===== src/rtl/seg7_scan.sv =====
// seg7_scan: time-multiplexed driver for an 8-digit common-anode 7-segment
// display. A load strobe captures a 32-bit hex word plus decimal points into
// a pending register. The displayed copy (shadow) is updated only at frame
// boundaries, so a frame never shows a mix of old and new values. Digits are
// scanned with a one-cycle blanking gap at the start of each dwell to suppress
// ghosting.
// Optional feature: define SEG7_LZ_BLANK_EN to blank leading zero digits.
module seg7_scan #(
   parameter int unsigned DIV        = 100000,
   parameter int unsigned NUM_DIGITS = 8
) (
   input  logic        clk,
   input  logic        rst_n,
   input  logic        load,
   input  logic [31:0] data,
   input  logic [7:0]  dp,
   input  logic [7:0]  blank,
   output logic [7:0]  an,
   output logic [7:0]  seg,
   output logic        frame_done
);

   localparam int unsigned   CW       = (DIV > 1) ? $clog2(DIV) : 1;
   localparam logic [CW-1:0] CNT_LAST = CW'(DIV - 1);
   localparam logic [2:0]    IDX_LAST = 3'(NUM_DIGITS - 1);

   logic [CW-1:0] cnt;
   logic [2:0]    idx;
   logic [39:0]   pend;
   logic [39:0]   shadow;

   logic          dwell_end;
   logic          frame_end;
   logic [7:0]    dark;
   logic [7:0]    shadow_dp;
   logic [3:0]    nib;
   logic          active;
   logic [7:0]    an_next;
   logic [7:0]    seg_next;

   // Hex nibble to active-low segments a..g (bit0..bit6)
   function automatic logic [6:0] hex7(input logic [3:0] v);
      logic [6:0] s;
      case (v)
         4'h0:    s = 7'h40;
         4'h1:    s = 7'h79;
         4'h2:    s = 7'h24;
         4'h3:    s = 7'h30;
         4'h4:    s = 7'h19;
         4'h5:    s = 7'h12;
         4'h6:    s = 7'h02;
         4'h7:    s = 7'h78;
         4'h8:    s = 7'h00;
         4'h9:    s = 7'h18;
         4'hA:    s = 7'h08;
         4'hB:    s = 7'h03;
         4'hC:    s = 7'h46;
         4'hD:    s = 7'h21;
         4'hE:    s = 7'h06;
         default: s = 7'h0E;
      endcase
      return s;
   endfunction

   // Dwell and frame boundary detection
   always_comb begin
      dwell_end = (cnt == CNT_LAST);
      frame_end = dwell_end && (idx == IDX_LAST);
   end

`ifdef SEG7_LZ_BLANK_EN
   logic [7:0] lz;
   logic       all_zero;

   // Leading-zero mask: scan from the top digit down; digit 0 is never blanked
   always_comb begin
      lz       = '0;
      all_zero = 1'b1;
      for (int unsigned j = 0; j < 8; j++) begin
         if ((7 - j) < NUM_DIGITS) begin
            all_zero = all_zero & (shadow[4*(7-j) +: 4] == 4'h0);
            if (j != 7) lz[7-j] = all_zero;
         end
      end
      dark = blank | lz;
   end
`else
   // Only the live blank mask darkens digits
   always_comb begin
      dark = blank;
   end
`endif

   // Next pin values for the current digit; gap cycle at cnt==0 keeps anodes off
   always_comb begin
      shadow_dp = shadow[39:32];
      nib       = shadow[{idx, 2'b00} +: 4];
      active    = (cnt != '0) && !dark[idx];
      an_next   = 8'hFF;
      seg_next  = 8'hFF;
      if (active) begin
         an_next  = ~(8'd1 << idx);
         seg_next = {~shadow_dp[idx], hex7(nib)};
      end
   end

   // Scan counters, load capture, frame-aligned shadow update and output registers
   always_ff @(posedge clk or negedge rst_n) begin
      if (!rst_n) begin
         cnt        <= '0;
         idx        <= '0;
         pend       <= '0;
         shadow     <= '0;
         an         <= 8'hFF;
         seg        <= 8'hFF;
         frame_done <= 1'b0;
      end else begin
         cnt <= dwell_end ? '0 : cnt + 1'b1;
         if (dwell_end) idx <= frame_end ? 3'd0 : idx + 3'd1;
         if (load) pend <= {dp, data};
         // A load on the boundary edge goes straight to shadow so it is not lost for a frame
         if (frame_end) shadow <= load ? {dp, data} : pend;
         an         <= an_next;
         seg        <= seg_next;
         frame_done <= frame_end;
      end
   end

endmodule


===== config.mk =====
export PLATFORM = sky130hd
export DESIGN_NAME = seg7_scan
export DESIGN_NICKNAME = d
export VERILOG_FILES = /design/src/rtl/seg7_scan.sv
export SDC_FILE = /design/constraint.sdc
export NUM_CORES = 1
export LEC_CHECK = 0
export ABC_AREA = 1
export CAP_MARGIN = 20
export CORE_MARGIN = 5
export CORE_UTILIZATION = 40
export CTS_BUF_LIST = sky130_fd_sc_hd__clkbuf_4
export CTS_CLUSTER_DIAMETER = 80
export DETAILED_ROUTE_END_ITERATION = 10
export PLACE_DENSITY_LB_ADDON = 0.1
export SYNTH_ARGS = -nofsm -noshare
export SYNTH_HDL_FRONTEND = slang
export SYNTH_SLANG_ARGS = --single-unit

===== constraint.sdc =====
create_clock -name clk -period 2 [get_ports clk]
set_input_delay 0.3 -clock clk [delete_from_list [all_inputs] [get_ports clk]]
set_output_delay 0.3 -clock clk [all_outputs]
set_load 0.1 [all_outputs]

==> summary.txt <==
Critical path
  – Crit-path slowest cell: dfrtp_1
  – Worst R2R Setup Slack: 0.15 ns
  – CP arrival: 2.30 ns
  – Slowest stage delay, CP: 0.42 ns
  – CP Capture Type: flip-flop
  – Worst path cell trace: inv_2 -> nand2_1 -> nand2_1 -> nand2_1 -> nand3_1 -> nand2_1 -> ha_1 -> inv_1 -> nand3_1 -> nand3_1 -> nand3_1
  – Worst Path Required: 2.45 ns
  – Startpoint Class: flip-flop
  – Crit path kind: flip-flop to flip-flop
  – Crit Path Max Fanout: 19

Floorplanning
  – Die Ht: 128.0 microns
  – Row cnt: 43
  – Starting density of the core: 40.44%
  – Die Wd: 128.0 microns
  – Die area: 16390 sq um
  – Core Region: 13770 sq um
  – I/O pin total: 68

Synth
  – Seq/Total Area, Yosys: 52.92%
  – Synth Cell Area: 5570 sq um
  – Number of synthesized flops with an enable pin: 0
  – Syn_area_per_cell: 9.028 sq um
  – Synth Flop Type: dfrtp_1
  – Net Count, Synth: 681
  – Synth unique cells: 25
  – Fraction of registers with async set/reset: 100.0%
  – Yosys warnings: 0
  – Synth Register Bits: 117
  – Cells after Synth: 617

Timing
  – Max Clk Rate: 541.8 MHz
  – Tcrit/Tclk final: 92.29%
  – Fin. Hold Viols: 0
  – Fin crit period: 1.846 ns
  – Clk_skew: 0.01621 ns
  – Transition time of the tightest slew-check pin: 0.5196 ns
  – # setup viols final: 0
  – Slew margin rel.: 65.04%
  – Final Max Slew Viols: 0
  – RSZ-0062 raised after global routing: true

Routing
  – Remaining DRCs: 0
  – Vias/cell: 4.926
  – Final ANT Viol Nets: 0
  – DRT iter0 DRCs: 283
  – Routed len/inst: 14.69 microns
  – DR vias: 4384
  – First-pass detailed-route iteration total: 5
  – Routed WL: 13.08 mm

Finish
  – Diodes inserted: 0
  – Fin nets: 761
  – Finished Layout Cells: 890
  – Most frequent cells in the layout: nand2_1, dfrtp_1, nand3_1
  – Layout cell share with drive strength beyond 1: 18.59%
  – Commonest non-fill, non-tap cell in the layout: nand2_1
  – Final Cell Area: 6749 sq um
  – Area delta synth->final: 21.16%

Run status
  – Outcome: finished, final reports clean

Job
  – Max Cap Viol: 0

Global routing
  – First-pass GRT wire length: 22.54 mm
  – GRT Resource Usage Total: 17.36%
  – Largest net degree at the start of global routing: 52
  – Vias in the first global route: 4586
  – Initial antenna violation count: 0
  – Grt ovf: 0

Clock tree
  – Clock Sink Count: 117
  – Clock buffer depth: 2
  – CTS buffer count: 17
  – Clock-pin transition on the worst setup and hold timing paths: 0.11 ns
  – CTS H-tree depth: 4
  – Clock Root Buffer: clkbuf_4
  – Worst skew pair latency: 0.53 ns
  – CTS tree: built

Pwr
  – Leakage: 3.245 nW
  – Seq pwr share: 58.9%
  – Internal Pwr Total: 3.162 mW
  – Max IR drop VDD: 0.2745 mV
  – Net Sw Power: 1.042 mW
  – Combinational share of power: 8.6%
  – Pwr dens: 623.0 nW/um^2
  – Sw Ratio: 24.79%
  – Proportion of power drawn by the clock network: 32.5%

Place
  – DP Cell Count: 857
  – RePlAce Congestion: 0.9132
  – Post-DP Area: 6520 sq um
  – Port Buffers: 67
  – Detailed placer's ending HPWL: 9.391 mm

Hold path
  – Hold crit path type: input pin to async pin
==> sequential cells by signal, indices dropped and copies added, names as in the netlist <==
signal,count
pend,40
seg,8
idx,3
shadow,40
cnt,17
frame_done,1
an,8
==> area by class of cell <==
type	count	area, sq um
well taps	180	225.2
repair buffers	92	877.1
clock buffers	22	165.2
clock inverters	10	42.54
fillers	1390	7024
flip-flops and latches	117	2948
multi-input cells	414	2285
inverters	55	206.4
==> cell families after synthesis <==
logic type	count (synthesis)	synth area share, %
compound gates	11	1.168
xor+xnor	10	1.572
fa+ha+maj	13	2.920
buf+inv	86	6.199
flops	117	52.92
mux	40	8.086
simple gates	340	27.13
==> repair_timing <==
| item | in CTS | in global routing |
|---|---|---|
| hold buffers | 1 | 0 |
| setup buffers | 0 | 0 |
| endpoints found under the setup margin | 0 | 47 |
| hold endpoints to repair | 31 | 0 |
| resized for setup | 0 | 3 |
==> cell usage after synthesis (4+ instances only) <==
cell type	count	area [sq um]
ha_1	13	162.7
mux2_2	40	450.4
xor2_1	10	87.58
clkbuf_1	10	37.54
nand3_1	64	320.3
dfstp_2	16	420.4
inv_1	53	198.9
buf_2	18	90.09
nand4_1	46	287.8
dfrtp_1	101	2527
o21ai_0	6	30.03
nand2_1	184	690.7
nor3_1	4	20.02
nor2_1	34	127.6
==> power groups by stage <==
stage                     sequential (mW)  clock [mW]  combinational [mW]
after floorplan                      2.56           0               0.123
after global placement               2.52           0               0.364
after detailed placement             2.52           0               0.369
after CTS                            2.48        1.44               0.372
after global routing                 2.49        1.55               0.399
final                                2.48        1.37               0.362
==> worst max-delay path: cells and delay by family, from the launching register on <==
family                     cells  cell delay (ns)
buffers and inverters          2             0.37
DFF                            1             0.42
adders and majority gates      1             0.29
and+or+nand+nor                8             0.69
==> per-layer routing <==
layer  vias to the layer above  global-route usage, %  wire length [microns]
li1                       2182                      -                      -
met1                      2086                  23.54                   6254
met2                        96                  26.89                   6030
met3                        20                  4.583                    567
met4                         0                  6.305                    225
met5                         -                      0                      0
==> per-stage QoR <==
step	hold slack (ns)	setup slack, ns	power (mW)	setup TNS, ns	util (%)
final	0.2679	0.1543	4.205	0	49.00
after global routing	0.2449	-0.03164	4.435	-0.06163	49.00
after CTS	0.2297	0.04984	4.288	0	48.92
after detailed placement	0.2992	0.09442	2.892	0	47.34
after global placement	0.2845	0.1210	2.883	0	47.34
after floorplan	0.004409	0.1373	2.687	0	-
==> final timing paths <==
path                       startpoint         end  cells after the start
min                             rst_n  shadow[20]                      2
max reg2reg                    idx[0]      seg[0]                     11
min reg2reg                 shadow[8]   shadow[8]                      2
min in group clk                 load    pend[17]                      3
max                            idx[0]      seg[0]                     11
max in group asynchronous       rst_n     cnt[15]                      3
(Power assumes the default switching activity.)
==> RTL change: new RTL, same flow settings <==
Change the parameter `NUM_DIGITS` from 8 to 4.
--- a/src/rtl/seg7_scan.sv
+++ b/src/rtl/seg7_scan.sv
@@ -8,5 +8,5 @@
 module seg7_scan #(
    parameter int unsigned DIV        = 100000,
-   parameter int unsigned NUM_DIGITS = 8
+   parameter int unsigned NUM_DIGITS = 4
 ) (
    input  logic        clk,
Check against the original RTL: no difference found for any inputs over 10 cycles, from zero or initial values and one cycle with rst_n low; that may be too few to reach the edited logic, so the function may still have changed.
==> RTL change against the original RTL <==
Area after synthesis grew 0.72%. Largest cell class unchanged. Sequential cell count is the same. Worst setup slack gained 0.015 ns. Total power grew 22%. Synthesized cell count shrank 1.3%. Design area grew 2.0%. Routed wire length shrank 0.80%. Fmax grew 0.82%.
==> RTL change: results (changes against the original RTL) <==
family with the most delay on the worst path simple AND/OR/NAND/NOR gates; Max VDD drop 0.4830 mV (+76%); first-pass GRT wire length 21780 um (-3.4%); Placed Cells 843 (-1.6%); nets 748 (-1.7%); Worst Skew 0.02089 ns (+0.004679 ns); met1 wire length 6287 um (+0.53%); gpl congestion 0.8469 (-7.3%); crit path max fanout 11 (-8); M3 GR Usage 5.230% (+0.65 points); vias in the first global route 4395 (-4.2%); sequential cell area fraction in the yosys report 52.54% (-0.38 points); status finished clean; top post-synthesis cells by area dfrtp_1, nand2_1, mux2_2, dfstp_2, nand4_1; Netlist cell types 34 (+36%); GR Util met1 23.30% (-0.24 points); max incr delay on CP 0.39 ns (-0.03 ns); Leak Pwr 3.246 nW (about the same); syn_nets 671 (-1.5%); pre-CTS setup slack 0.06077 ns (-0.03364 ns); DRT iter0 DRCs 306 (+8.1%); Avg Inst Size Synth 9.212 um2 (+2.0%); Commonest cells post-synth nand2_1, dfrtp_1, inv_1; largest net degree at the start of global routing 47 (-9.6%); met3 wire length 681 um (+20%); met2 wire len 5854 um (-2.9%); maximum root-to-sink buffer count 2 (unchanged); switching share of power 21.92% (-2.9 points); Total GRT Usage 16.65% (-0.71 points); Worst R2R Path Depth 8 (-3); Worst Max-Slew Pin Slew 0.5241 ns (+0.004499 ns); worst skew pair latency 0.55 ns (+0.02 ns); post-route insts no fill 879 (-1.2%); GRT met2 Usage 24.64% (-2.3 points); area post-placement 6431 um2 (-1.4%); fraction of layout cells with a size suffix above 1 20.17% (+1.6 points); DR WL/cell 14.76 um (+0.45%); total number of vias 4309 (-1.7%); fill count 1327 (-4.5%); HPWL Detailed 9027 um (-3.9%)
-- RTL change: cell type report --
cell class	count	area, um2	area share, %
inverters	57	221.5	3.216
flip-flops and latches	117	2949	42.83
well taps	180	225.2	3.271
clock buffers	17	127.6	1.854
multi-input cells	404	2223	32.29
repair buffers	89	879.6	12.77
clock inverters	15	259.0	3.762
-- RTL change: cells by family after synthesis --
family | Yosys count | share of synthesized area (%)
adder cells (fa/ha/maj) | 11 | 2.453
flip-flops | 117 | 52.54
AND/OR/NAND/NOR | 329 | 26.34
AO/OA/AOI/OAI | 19 | 1.985
XOR/XNOR | 5 | 0.7805
buffers and inverters | 88 | 7.872
multiplexers | 40 | 8.029
-- RTL change: power groups by stage --
stage | logic (mW) | registers [mW] | clock network (mW)
detailed placement | 0.368 | 2.52 | 0
global placement | 0.367 | 2.52 | 0
CTS | 0.372 | 2.48 | 2.34
floorplan | 0.124 | 2.56 | 0
finish | 0.363 | 2.48 | 2.27
global route | 0.399 | 2.48 | 2.43
-- RTL change: final timing paths --
path	slack (ns)	endpoint	start
worst max register to register	0.17	seg[2]$_DFF_PN1_	idx[1]$_DFFE_PN0N_
worst max-delay path	0.17	seg[2]$_DFF_PN1_	idx[1]$_DFFE_PN0N_
worst min register to register	0.48	shadow[13]$_DFFE_PN0P_	shadow[13]$_DFFE_PN0P_
worst min-delay path	0.26	pend[38]$_DFF_PN0_	rst_n
min in group clk	0.32	pend[15]$_DFF_PN0_	load
max in group asynchronous	1.09	seg[5]$_DFF_PN1_	rst_n
-- RTL change: what timing repair did --
action | CTS | global route
buffers inserted | 0 | 2
hold buffers | 1 | 0
setup endpoints to repair | 0 | 28
endpoints found under the hold margin | 27 | 0
gates resized for setup | 0 | 7
